===== src/rtl/counter_xn_if.sv =====
// Register-window bus into counter_xn: a one-cycle write strobe with channel/register
// select, plus a combinational read-back of the selected channel's count.
interface counter_xn_if #(
    parameter int CW  = 32,
    parameter int CHW = 2
);
    logic           counter_we;
    logic [CHW-1:0] counter_ch;
    logic [1:0]     reg_sel;
    logic [CW-1:0]  counter_val;
    logic [CW-1:0]  counter_out;

    modport master (
        output counter_we, counter_ch, reg_sel, counter_val,
        input  counter_out
    );

    modport slave (
        input  counter_we, counter_ch, reg_sel, counter_val,
        output counter_out
    );
endinterface


===== src/rtl/counter_xn.sv =====
// NCH independent programmable down-counters (one-shot, periodic, PWM, square) with
// edge-detected count-rate inputs, sticky per-channel flags and a merged interrupt.
module counter_xn #(
    parameter int NCH = 3,
    parameter int CW  = 32,
    parameter int CHW = 2
) (
    input  logic             clk,
    input  logic             RSTN,
    input  logic [NCH-1:0]   tick_src,
    counter_xn_if.slave      bus,
    output logic [NCH-1:0]   ch_out,
    output logic [NCH-1:0]   irq_flag,
    output logic             irq
);

    typedef enum logic [1:0] {
        MODE_ONESHOT  = 2'b00,
        MODE_PERIODIC = 2'b01,
        MODE_PWM      = 2'b10,
        MODE_SQUARE   = 2'b11
    } mode_e;

    typedef enum logic [1:0] {
        REG_COUNT   = 2'b00,
        REG_COMPARE = 2'b01,
        REG_CONTROL = 2'b10,
        REG_IRQCLR  = 2'b11
    } reg_e;

    typedef struct packed {
        logic  irq_en;
        logic  enable;
        mode_e mode;
    } ctrl_t;

    reg_e           sel;
    logic [CW-1:0]  count_all [NCH];
    logic [NCH-1:0] irq_en;

    assign sel = reg_e'(bus.reg_sel);

    for (genvar g = 0; g < NCH; g++) begin : g_ch
        logic [CW-1:0] count_q, reload_q, compare_q, count_nxt;
        ctrl_t         ctrl_q;
        logic          tick_d_q, out_q, flag_q;
        logic          out_nxt, flag_nxt;
        logic          tick, wr, load, step, evt;

        assign tick = tick_src[g] & ~tick_d_q;
        assign wr   = bus.counter_we && (bus.counter_ch == CHW'(g));
        // A reload write in the same cycle as a tick swallows the tick.
        assign load = wr && (sel == REG_COUNT);
        assign step = ctrl_q.enable && tick && !load;
        assign evt  = step && (count_q == CW'(1));

        // NOTE: every always_comb output gets a default first so no path can infer a latch.
        always_comb begin
            count_nxt = count_q;
            if (load)
                count_nxt = bus.counter_val;
            else if (evt)
                count_nxt = (ctrl_q.mode == MODE_ONESHOT) ? '0 : reload_q;
            else if (step && (count_q > CW'(1)))
                count_nxt = count_q - CW'(1);
        end

        always_comb begin
            out_nxt = out_q;
            unique case (ctrl_q.mode)
                MODE_ONESHOT:  if (evt) out_nxt = 1'b1;
                MODE_PERIODIC: out_nxt = evt;
                MODE_PWM:      out_nxt = ctrl_q.enable && (count_nxt < compare_q);
                MODE_SQUARE:   if (evt) out_nxt = ~out_q;
            endcase
            if (load || (wr && (sel == REG_CONTROL)))
                out_nxt = 1'b0;
        end

        // Setting beats clearing when both land in the same cycle.
        assign flag_nxt = evt ||
                          (flag_q && !(wr && (sel == REG_IRQCLR) && bus.counter_val[0]));

        // NOTE: all state updates are non-blocking so every register sees pre-edge values.
        always_ff @(posedge clk) begin
            if (!RSTN) begin
                count_q   <= '0;
                reload_q  <= '0;
                compare_q <= '0;
                ctrl_q    <= '0;
                tick_d_q  <= 1'b0;
                out_q     <= 1'b0;
                flag_q    <= 1'b0;
            end else begin
                tick_d_q <= tick_src[g];
                count_q  <= count_nxt;
                out_q    <= out_nxt;
                flag_q   <= flag_nxt;
                if (load)
                    reload_q <= bus.counter_val;
                if (wr && (sel == REG_COMPARE))
                    compare_q <= bus.counter_val;
                if (wr && (sel == REG_CONTROL))
                    ctrl_q <= ctrl_t'(bus.counter_val[3:0]);
            end
        end

        assign count_all[g] = count_q;
        assign ch_out[g]    = out_q;
        assign irq_flag[g]  = flag_q;
        assign irq_en[g]    = ctrl_q.irq_en;
    end

    // Unpopulated channel numbers read back as zero.
    always_comb begin
        bus.counter_out = '0;
        for (int i = 0; i < NCH; i++)
            if (bus.counter_ch == CHW'(i))
                bus.counter_out = count_all[i];
    end

    assign irq = |(irq_flag & irq_en);

endmodule


===== src/flat_wrapper.sv =====
// flat-port wrapper written by rule: the top's interface ports become plain ports
module counter_xn_flat 
#(
    parameter int NCH = 3,
    parameter int CW  = 32,
    parameter int CHW = 2
)
  (clk, RSTN, tick_src, ch_out, irq_flag, irq, bus_counter_we, bus_counter_ch, bus_reg_sel, bus_counter_val, bus_counter_out);
  counter_xn_if #(.CW(CW), .CHW(CHW)) bus_i ();
  input  logic clk;
  input  logic RSTN;
  input  logic [NCH-1:0] tick_src;
  output logic [NCH-1:0] ch_out;
  output logic [NCH-1:0] irq_flag;
  output logic irq;
  input wire logic [$bits(bus_i.counter_we)-1:0] bus_counter_we;
  input wire logic [$bits(bus_i.counter_ch)-1:0] bus_counter_ch;
  input wire logic [$bits(bus_i.reg_sel)-1:0] bus_reg_sel;
  input wire logic [$bits(bus_i.counter_val)-1:0] bus_counter_val;
  output wire logic [$bits(bus_i.counter_out)-1:0] bus_counter_out;
  assign bus_i.counter_we = bus_counter_we;
  assign bus_i.counter_ch = bus_counter_ch;
  assign bus_i.reg_sel = bus_reg_sel;
  assign bus_i.counter_val = bus_counter_val;
  assign bus_counter_out = bus_i.counter_out;
  counter_xn #(.NCH(NCH), .CW(CW), .CHW(CHW)) u_core (.clk(clk), .RSTN(RSTN), .tick_src(tick_src), .bus(bus_i), .ch_out(ch_out), .irq_flag(irq_flag), .irq(irq));
endmodule

===== config.mk =====
export PLATFORM = sky130hd
export DESIGN_NAME = counter_xn_flat
export DESIGN_NICKNAME = d
export VERILOG_FILES = /design/src/rtl/counter_xn_if.sv /design/src/rtl/counter_xn.sv /design/src/flat_wrapper.sv
export SDC_FILE = /design/constraint.sdc
export NUM_CORES = 1
export LEC_CHECK = 0
export BUFFER_PORTS_ARGS = -buffer_cell sky130_fd_sc_hd__buf_2
export CAP_MARGIN = 15
export CORE_MARGIN = 3
export CORE_UTILIZATION = 40
export CTS_CLUSTER_DIAMETER = 60
export CTS_CLUSTER_SIZE = 10
export DETAILED_ROUTE_END_ITERATION = 10
export SLEW_MARGIN = 15
export SYNTH_ARGS = -nofsm -noshare
export SYNTH_HDL_FRONTEND = slang
export SYNTH_SLANG_ARGS = --single-unit

===== constraint.sdc =====
create_clock -name clk -period 11 [get_ports clk]
set_clock_uncertainty 0.05 [all_clocks]
set_input_delay 0.55 -clock clk [delete_from_list [all_inputs] [get_ports clk]]
set_output_delay 0.55 -clock clk [all_outputs]
set_load 0.03 [all_outputs]

==> metrics <==
Max Root-Sink Buffers=3; cell types with the highest counts after synthesis=523 x nand2_1, 309 x dfxtp_1, 279 x a21oi_1; TritonCTS clock tree=done; ys flop type=dfxtp_1; unrepaired setup endpoints after global routing=no; M2 GR Usage=0.416; path type of the worst min-delay path=input port to flop; antenna-violating nets left=0; share of flip-flops with an asynchronous set or reset after synthesis=0; first drt pass iteration count=6; via-per-instance ratio=5.78; site row count=76; number of H-tree levels=2; final standard cell count with taps included and fillers excluded=2878; effective utilization at floorplan=0.406; footprint of the multi-input gates=10400 um^2; Fillers=4385; worst-path fanout max=13; number of cells in the design after placement=2831; post-synthesis sequential element count=309; share of the clock period used by the worst path after layout=0.461; WP data required=11.39 ns; total placed instance area=18200 um^2; net count after synthesis=2426; ratio of cells with drive above 1 in the final layout=0.0908; library cell with the highest instance count after synthesis=nand2_1; CTS Root Buffer Type=clkbuf_16; instance count of the mapped netlist=2285; number of gates given a new drive strength after cts=0; share of the synthesized area in the top cell type=0.352; post-detailed-placement half-perimeter wirelength=45800 um; total of buffers placed on input and output ports=80; die boundary width=216 um; number of global-route vias before repair=15600; crit path DAT=5.46 ns; overflow left after global routing=0; synthesis-to-layout area growth=9.88%; post-CTS setup buffers=0; time the worst path needs with I/O delays and setup=5.07 ns; vias after detailed routing=16600; Cell variety after synth=95; CORE AREA=43300 um^2; part of the Yosys area used for sequential elements=0.352; antenna violations before repair=6; # Max-Cap Violations=0; global-route usage over all layers=0.266; global routing usage on met3=0.0536; global-route met1 utilization=0.370; synthesized area per cell=7.69 um^2; DR WL/cell=22.0 um; pin count of the biggest net entering global routing=150; most used routing layer in global routing=met2; clock buffer count from CTS=37; setup total negative slack=0 ns; count of boundary I/O pins=81; Least-Margin Pin Slew=1.14 ns; element type at the critical path end=flop; total power divided by cell area=135 nW/um^2; number of synthesized flops with an enable pin=0; most area-consuming cells after synthesis=dfxtp_1 35%, nand2_1 11%, a21oi_1 7.9%; final WL=63500 um; clock-pin transition on the worst setup and hold timing paths=0.05 ns; Sink Count=309; Setup-failing EPs final=0; drt first-iter violations=1440; post-synthesis cell area=17600 um^2; max frequency=0.197 GHz; area of the die=46500 um^2; total area of sequential cells=6190 um^2; worst relative slew slack=0.239; most area-hungry cell type in the Yosys netlist=dfxtp_1; Clock Latency Late Sink=0.54 ns; routability congestion estimate from global placement=0.971; number of remaining DRC errors=0; max-slew violation total from the final report=0; count of final hold-check violations=0; result of the run=finished clean; startpoint type of the worst setup path=flop; # hold bufs at CTS=0; global-route wire length before repair=95900 um; leak pwr=7.28 nW; Syn. warnings=0; NumNets Final=2426; Post-Layout Inst Area=19300 um^2; worst ir drop on vdd=92.0 uV; vertical extent of the die=216 um; Critical Setup Path Class=flop to flop
[logic make-up after synthesis]
logic type / Yosys count / share of synthesized area
fa+ha+maj: 102 / 0.0722
mux: 45 / 0.0256
xor+xnor: 77 / 0.0384
simple gates: 951 / 0.259
flops: 309 / 0.352
buf+inv: 251 / 0.0613
compound gates: 550 / 0.191
[critical path, cell delays in order (launching register included)]
cell,delay [ns]
dfxtp_1,0.40
nor4_2,0.66
nand4b_1,0.22
nor3_2,0.58
and3b_1,0.84
nand2_1,0.14
a31oi_1,0.25
ha_1,0.30
a211oi_1,0.40
nand3_1,0.18
a311oi_1,0.35
o31ai_1,0.15
nand4_1,0.16
o211ai_1,0.11
a211oi_1,0.20
[layout by cell type, fill, tap and decap left out, types with 5 or more instances in the layout]
cell | Yosys | final
nand2_1 | 523 | 520
dfxtp_1 | 309 | 309
a21oi_1 | 279 | 279
nor2_1 | 133 | 127
inv_1 | 112 | 111
ha_1 | 99 | 99
buf_2 | 8 | 80
o21ai_0 | 66 | 66
and2_1 | 60 | 60
xnor2_1 | 45 | 45
mux2i_1 | 45 | 45
clkbuf_16 | 0 | 39
nor3_1 | 36 | 36
xor2_1 | 32 | 32
nand3_1 | 31 | 31
o211ai_1 | 30 | 30
nor4_1 | 28 | 27
a31oi_1 | 27 | 27
a21o_1 | 26 | 26
nand4_1 | 24 | 24
a211oi_1 | 22 | 22
buf_4 | 16 | 20
or2_2 | 14 | 14
or3_1 | 14 | 14
a311oi_1 | 13 | 13
a21boi_0 | 12 | 12
o22ai_1 | 11 | 11
o21a_1 | 10 | 10
nand4b_1 | 9 | 9
nor4_2 | 6 | 7
nand2b_1 | 7 | 7
o31ai_1 | 7 | 7
nor4_4 | 6 | 6
nor2b_1 | 7 | 6
and3_1 | 5 | 5
a221oi_1 | 5 | 5
o2111ai_1 | 5 | 5
[metrics by stage]
| step | utilization | total power [mW] | setup slack (ns) | hold slack, ns |
|---|---|---|---|---|
| 2_1_floorplan | - | 1.38 | 7.09 | 0.380 |
| 3_3_place_gp | 0.422 | 1.48 | 5.80 | 0.388 |
| 3_5_place_dp | 0.422 | 1.49 | 5.81 | 0.395 |
| 4_1_cts | 0.446 | 2.62 | 6.17 | 0.193 |
| 5_1_grt | 0.446 | 2.69 | 5.72 | 0.206 |
| 6_report | 0.446 | 2.60 | 5.93 | 0.215 |
[power by group]
group          leakage, nW  switching, mW  internal, mW
Combinational         4.26          0.216        0.0959
Sequential            2.50         0.0196          1.14
Clock                0.517          0.470         0.665
[registers in the layout, indices dropped and copies added, names as in the netlist]
name / flops
u_core.g_ch.tick_d_q: 3
u_core.g_ch.out_q: 3
u_core.g_ch.compare_q: 96
u_core.g_ch.count_q: 96
u_core.g_ch.ctrl_q: 12
u_core.g_ch.reload_q: 96
u_core.g_ch.flag_q: 3
[per-layer routing]
metal / up-vias / share of wire
met5: - / 0.00093
met4: 10 / 0.033
met3: 120 / 0.076
met2: 588 / 0.44
met1: 8021 / 0.45
li1: 7886 / -
[final cells by class]
type                       count  share of cell area
multi-input combinational   1725               0.536
sequential                   309               0.320
antenna                        1            0.000130
clock buffer                  44              0.0526
tap                          585              0.0379
clock inverter                 2             0.00201
inverter                     112              0.0222
timing repair buffer         100              0.0285
[final timing paths]
path	startpoint	end	slack (ns)	cells past startpoint
worst max-delay path	u_core.g_ch[1].count_q[26]	u_core.g_ch[1].out_q	5.93	14
worst min-delay path	tick_src[0]	u_core.g_ch[0].tick_d_q	0.22	2
worst max register to register	u_core.g_ch[1].count_q[26]	u_core.g_ch[1].out_q	5.93	14
worst min register to register	u_core.g_ch[2].compare_q[0]	u_core.g_ch[2].compare_q[0]	0.40	2
(Power assumes the default switching activity.)
